### config.mk
export PLATFORM = sky130hd
export DESIGN_NAME = apb_master
export DESIGN_NICKNAME = d
export VERILOG_FILES = /design/src/rtl/apb_pkg.sv /design/src/rtl/apb_master.sv
export SDC_FILE = /design/constraint.sdc
export NUM_CORES = 1
export LEC_CHECK = 0
export CAP_MARGIN = 20
export CORE_ASPECT_RATIO = 1.1
export CORE_MARGIN = 8
export CORE_UTILIZATION = 40
export DETAILED_ROUTE_END_ITERATION = 12
export PLACE_DENSITY = 0.75
export SETUP_SLACK_MARGIN = 0.02
export SYNTH_ARGS = -nofsm -noshare
export SYNTH_HDL_FRONTEND = slang
export SYNTH_SLANG_ARGS = --single-unit
### constraint.sdc
create_clock -name pclk -period 2.1 [get_ports pclk]
set_input_delay 0.315 -clock pclk [delete_from_list [all_inputs] [get_ports pclk]]
set_output_delay 0.315 -clock pclk [all_outputs]
set_load 0.01 [all_outputs]
### src/rtl/apb_pkg.sv
// Shared APB definitions: requester state encoding and bus phase constants
// used by apb_master and apb_slave.
package apb_pkg;

  typedef enum logic [1:0] {
    ST_IDLE   = 2'd0,
    ST_SETUP  = 2'd1,
    ST_ACCESS = 2'd2
  } apb_state_e;

  // penable level that distinguishes the two transfer phases while psel is high
  localparam logic PENABLE_SETUP  = 1'b0;
  localparam logic PENABLE_ACCESS = 1'b1;

endpackage

### src/rtl/apb_master.sv
// APB requester: single-beat local commands become SETUP/ACCESS transfers;
// a watchdog aborts transfers whose pready never arrives.
module apb_master
  import apb_pkg::*;
#(
  parameter int unsigned WIDTH   = 8,
  parameter int unsigned TIMEOUT = 16
) (
  input  logic             pclk,
  input  logic             presetn,
  input  logic             cmd_valid,
  output logic             cmd_ready,
  input  logic             cmd_write,
  input  logic [WIDTH-1:0] cmd_addr,
  input  logic [WIDTH-1:0] cmd_wdata,
  output logic             rsp_valid,
  output logic [WIDTH-1:0] rsp_rdata,
  output logic             rsp_err,
  output logic             psel,
  output logic             penable,
  output logic             pwrite,
  output logic [WIDTH-1:0] paddr,
  output logic [WIDTH-1:0] pwdata,
  input  logic             pready,
  input  logic [WIDTH-1:0] prdata
);

  localparam int unsigned CW = $clog2(TIMEOUT) + 1;
  localparam logic [CW-1:0] CNT_LAST = CW'(TIMEOUT - 1);

  apb_state_e       state_q, state_d;
  logic [CW-1:0]    cnt_q, cnt_d;
  logic             psel_q, psel_d;
  logic             penable_q, penable_d;
  logic             pwrite_q, pwrite_d;
  logic [WIDTH-1:0] paddr_q, paddr_d;
  logic [WIDTH-1:0] pwdata_q, pwdata_d;
  logic             rsp_valid_q, rsp_valid_d;
  logic [WIDTH-1:0] rsp_rdata_q, rsp_rdata_d;
  logic             rsp_err_q, rsp_err_d;

  always_comb begin
    state_d     = state_q;
    cnt_d       = cnt_q;
    psel_d      = psel_q;
    penable_d   = penable_q;
    pwrite_d    = pwrite_q;
    paddr_d     = paddr_q;
    pwdata_d    = pwdata_q;
    rsp_valid_d = 1'b0;
    rsp_rdata_d = rsp_rdata_q;
    rsp_err_d   = rsp_err_q;

    case (state_q)
      ST_IDLE: begin
        if (cmd_valid) begin
          state_d   = ST_SETUP;
          psel_d    = 1'b1;
          penable_d = PENABLE_SETUP;
          pwrite_d  = cmd_write;
          paddr_d   = cmd_addr;
          pwdata_d  = cmd_wdata;
        end
      end
      ST_SETUP: begin
        state_d   = ST_ACCESS;
        penable_d = PENABLE_ACCESS;
        cnt_d     = '0;
      end
      ST_ACCESS: begin
        // pready is checked first so it wins on the final watchdog cycle
        if (pready) begin
          state_d     = ST_IDLE;
          psel_d      = 1'b0;
          penable_d   = 1'b0;
          rsp_valid_d = 1'b1;
          rsp_err_d   = 1'b0;
          if (!pwrite_q) rsp_rdata_d = prdata;
        end else if (cnt_q == CNT_LAST) begin
          state_d     = ST_IDLE;
          psel_d      = 1'b0;
          penable_d   = 1'b0;
          rsp_valid_d = 1'b1;
          rsp_err_d   = 1'b1;
          rsp_rdata_d = '0;
        end else begin
          cnt_d = cnt_q + CW'(1);
        end
      end
      default: begin
        state_d   = ST_IDLE;
        psel_d    = 1'b0;
        penable_d = 1'b0;
      end
    endcase
  end

  always_ff @(posedge pclk or negedge presetn) begin
    if (!presetn) begin
      state_q     <= ST_IDLE;
      cnt_q       <= '0;
      psel_q      <= 1'b0;
      penable_q   <= 1'b0;
      pwrite_q    <= 1'b0;
      paddr_q     <= '0;
      pwdata_q    <= '0;
      rsp_valid_q <= 1'b0;
      rsp_rdata_q <= '0;
      rsp_err_q   <= 1'b0;
    end else begin
      state_q     <= state_d;
      cnt_q       <= cnt_d;
      psel_q      <= psel_d;
      penable_q   <= penable_d;
      pwrite_q    <= pwrite_d;
      paddr_q     <= paddr_d;
      pwdata_q    <= pwdata_d;
      rsp_valid_q <= rsp_valid_d;
      rsp_rdata_q <= rsp_rdata_d;
      rsp_err_q   <= rsp_err_d;
    end
  end

  assign cmd_ready = (state_q == ST_IDLE);
  assign psel      = psel_q;
  assign penable   = penable_q;
  assign pwrite    = pwrite_q;
  assign paddr     = paddr_q;
  assign pwdata    = pwdata_q;
  assign rsp_valid = rsp_valid_q;
  assign rsp_rdata = rsp_rdata_q;
  assign rsp_err   = rsp_err_q;

endmodule

After elaboration in Yosys (flattened, before gate mapping):

Index checks and enable logic that the tools add are counted.

* register bits after elaboration: 36

* add/sub/neg operators: 1
* eq/ne operators: 8
* muxes and demuxes: 21
* bitwise logic cells: 1
* reduce and logical (&&, ||, !) cells: 9

Operator list (number)
* two-way mux 8 bit: 3
* two-way mux 5 bit: 2
* case mux 5 bit (2 select lines): 1
* two-way mux 1 bit: 9
* AND reduction 3 bit: 3
* inequality test 2 bit, second input constant: 4
* two-way mux 2 bit: 3
* case mux 1 bit (3 select lines): 2
* case mux 2 bit (3 select lines): 1
* AND reduction 2 bit: 3
* adder 5 x 1 -> 5 bit, second input constant: 1
* equality test 5 x 4 -> 1 bit, second input constant: 1
* nonzero test 2 bit: 2
* inequality test 3 bit, second input constant: 1
* equality test 2 x 1 -> 1 bit, second input constant: 1
* equality test 2 bit, second input constant: 1
* logical NOT 2 bit: 1
* NOT 1 bit: 1

Depth between registers and ports, before layout:

* word-level depth: 4
* gate-level depth with buffers: 6
* gate-level depth less buffers: 6

Least setup slack after synthesis:

OpenSTA, ideal clock, no wires.

* path kind: reg-to-reg
* start: register cnt_q[0]
* end: register cnt_q[2]
* arrival time: 1.592 ns
* path slack: 0.384 ns
* stages on the path, launching flop included: 7
* buffers on the path: 0
* clock period less this slack: 1.716 ns
* path through: dfrtp_1 -> ha_1 -> and3_1 -> ha_1 -> nor3_1 -> a21oi_1 -> a211o_1

* longest elaborated chain between the ends: 4

RTL lines
* from (decl): RTL line apb_master.sv:32 `logic [CW-1:0] cnt_q, cnt_d;`
* from (signal assigned): RTL line apb_master.sv:112 `cnt_q <= cnt_d;`
* adder 5 x 1 -> 5 bit: RTL line apb_master.sv:87 `cnt_d = cnt_q + CW'(1);`
* two-way mux 5 bit: RTL line apb_master.sv:79 `end else if (cnt_q == CNT_LAST) begin`
* two-way mux 5 bit: RTL line apb_master.sv:72 `if (pready) begin`
* case mux 5 bit (2 select lines): RTL line apb_master.sv:54 `case (state_q)`

Parallel ways exist; a longest one is shown, timed or not. The select of a mux whose other input is x is not followed.
A chain may end at the register's enable or synchronous reset.

Final worst setup path:

Ends and elaborated chain as after synthesis.

==> results.json <==
{
  "status": "completed",
  "track_usage_pct": 13.2,
  "cts.sinks": 35,
  "clk_path_buf_depth": 2,
  "yosysWarnings": 0,
  "seq_area_frac_synth_pct": 58.5,
  "drcViolationCount": 0,
  "async_flop_share_pct": 100,
  "r2r_start": "cnt_q[0]",
  "synth_edf_count": 0,
  "path_max_fanout": 6,
  "area_delta_synth_final_pct": 47.2,
  "crit_required_ns": 2.27,
  "hold_buffers": 0,
  "die_x_um": 74.3,
  "cap_violations": 0,
  "swShare_pct": 30.6,
  "h-tree-depth": 2,
  "crit_type": "flop to flop",
  "synthFlopType": "dfrtp_1",
  "wl_met1_um": 1430,
  "antenna_found_initial": 0,
  "tightest_slew_ns": 0.751,
  "netlist_top_cells_area": "dfrtp_1 59%, mux2_4 9.0%, mux2_2 6.0%, a22o_1 4.7%, buf_6 2.3%",
  "gp_congestion": 0.917,
  "final_hold_viol_count": 0,
  "setup_viol": 0,
  "cp_top_family": "adder cells",
  "power.switching_mw": 0.938,
  "clk_latency_ns": 0.28,
  "clock-root-buffer": "clkbuf_8",
  "dr.pass1.iters": 4,
  "cts_tree": "built",
  "worst-path-buf-inv": 0,
  "path_clk_slew_ns": 0.07,
  "p_leak_nw": 0.949,
  "ant_nets": 0,
  "crit_path_frequent_cell": "ha_1",
  "top_layer_used": "met4",
  "syn-cell-area_um2": 1500,
  "slowest_delay_ns": 0.44,
  "coreArea_um2": 3630,
  "synth_most_common_cell": "dfrtp_1",
  "ir_drop_mv": 0.671,
  "clock_power_share_pct": 18.7,
  "drv_slew": 0,
  "top_level_ports": 59,
  "r2r-end": "cnt_q[2]",
  "synth_top_area_share_pct": 58.5,
  "grt_pass1_wl_um": 5990,
  "synth_nets": 140,
  "fin_tns_setup_ns": 0,
  "synth_common_cells": "35 x dfrtp_1, 9 x mux2_4, 8 x a22o_1, 8 x mux2_2",
  "wl_met2_um": 1890,
  "drive_above_1_share_pct": 16.5,
  "nets": 201,
  "crit_chain": "ha_1, and3_1, ha_1, nor3_1, a21oi_1, a211o_1",
  "combPwrFrac_pct": 43.2,
  "route.vias.total": 1140,
  "max_freq_ghz": 0.520,
  "synth_seq_cells": 35,
  "cts_buffers": 5,
  "rsz0062_at_grt": "false",
  "grt_pass1_vias": 1224,
  "seq_area_um2": 876,
  "reg2regPathDepth": 6,
  "fin_skew_ns": 0.00680,
  "p_seq_share_pct": 38.2,
  "fp-row-count": 23,
  "wire_per_inst_um": 16.9,
  "post-dp-hpwl_um": 2890,
  "cts_setup_buffers": 0,
  "synth_cells": 109,
  "critPathArrivalTime_ns": 2.09,
  "die-area_um2": 5960,
  "finalCriticalPeriod_ns": 1.92,
  "diodes": 0,
  "relSlewSlack_pct": 49.9,
  "multi_input_area_um2": 561,
  "synth.largest_area_cell": "dfrtp_1",
  "drt-vias-per-instance": 5.18,
  "intPower_mw": 2.13,
  "port_buffers": 58,
  "first_iter_violations": 42,
  "initial_core_util_pct": 41.3,
  "worstHoldPathType": "input port to asynchronous set/reset pin",
  "p_per_area_nw_per_um2": 1390,
  "total_power_mw": 3.07,
  "crit_path_start_kind": "flop",
  "synthDistinctLibCells": 31,
  "wl_met3_um": 348,
  "critical_path.endpoint_type": "flop",
  "n_fill_cell": 309,
  "grt_max_degree": 36,
  "cts_resized": 0,
  "synth_area_per_cell_um2": 13.7,
  "min_period_over_period_pct": 91.6,
  "regToRegSetupSlack_ns": 0.18,
  "grt_overflow": 0,
  "crit_slowest_cell": "dfrtp_1",
  "drt_wl_total_um": 3720,
  "die_y_um": 80.2
}
-- kinds of logic after synthesis --
group	synth area share, %
AND/OR/NAND/NOR	10.1
flip-flops	58.5
multiplexers	15.1
adder cells (fa/ha/maj)	1.67
buffers and inverters	4.01
AO/OA/AOI/OAI	10.6
-- state kept, by name, indices dropped and copies added (netlist names) --
signal and cells:
cnt_q 5, rsp_err 1, rsp_rdata 8, psel 1, state_q 2, paddr 8, rsp_valid 1, pwdata 8
pwrite 1
-- power by group through the flow --
stage	Sequential [mW]	Combinational (mW)	Clock [mW]
detailed placement	1.18	1.34	0
global placement	1.16	1.30	0
CTS	1.17	1.35	0.586
floorplan	1.24	0.574	0
global route	1.21	1.42	0.609
finish	1.17	1.33	0.573
-- per-layer routing --
layer | vias to the layer above | track usage, %
li1 | 513 | -
met1 | 569 | 14.4
met2 | 51 | 21.7
met3 | 7 | 6.10
met4 | 0 | 5.10
met5 | - | 0
-- final cells by class --
cell class | count | area share (%)
Clock buffer | 6 | 3.29
Clock inverter | 1 | 1.36
Inverter | 3 | 0.511
Multi-Input combinational cell | 65 | 25.4
Sequential cell | 35 | 39.8
Tap cell | 50 | 2.84
Timing Repair Buffer | 60 | 26.8
-- through the flow --
stage / utilization (%) / setup WS (ns) / cell area [um^2] / hold WS (ns) / instances
2_1_floorplan: - / 0.384 / 1500 / 0.0194 / 109
3_3_place_gp: 57.7 / 0.290 / 2090 / 0.416 / 212
3_5_place_dp: 57.7 / 0.149 / 2090 / 0.430 / 212
4_1_cts: 60.6 / 0.130 / 2200 / 0.119 / 219
5_1_grt: 60.8 / 0.0819 / 2200 / 0.158 / 220
6_report: 60.8 / 0.176 / 2200 / 0.0921 / 220
-- how the worst max path moves through the flow --
stage	startpoint	end	cells past startpoint
after global routing	cnt_q[0]	cnt_q[2]	6
after CTS	cnt_q[0]	rsp_rdata[6]	6
after floorplan	cnt_q[0]	cnt_q[2]	6
final	cnt_q[0]	cnt_q[2]	6
after global placement	cnt_q[0]	cnt_q[2]	6
after detailed placement	cnt_q[0]	rsp_rdata[3]	6
-- cell usage in the layout (no fill, tap or decap), types with 2 or more instances in the layout --
cell             synthesis  final
clkdlybuf4s50_1          0     57
dfrtp_1                 35     35
mux2_4                   9      9
mux2_2                   8      8
a22o_1                   8      8
nand2_1                  6      6
a21oi_1                  6      6
clkbuf_8                 0      5
inv_1                    3      3
o2bb2ai_1                3      3
nor2_1                   2      2
nor3_1                   2      2
o21ai_0                  2      2
nor4b_1                  2      2
ha_1                     2      2
buf_4                    0      2
No activity file was read; power rests on OpenSTA's default activity.
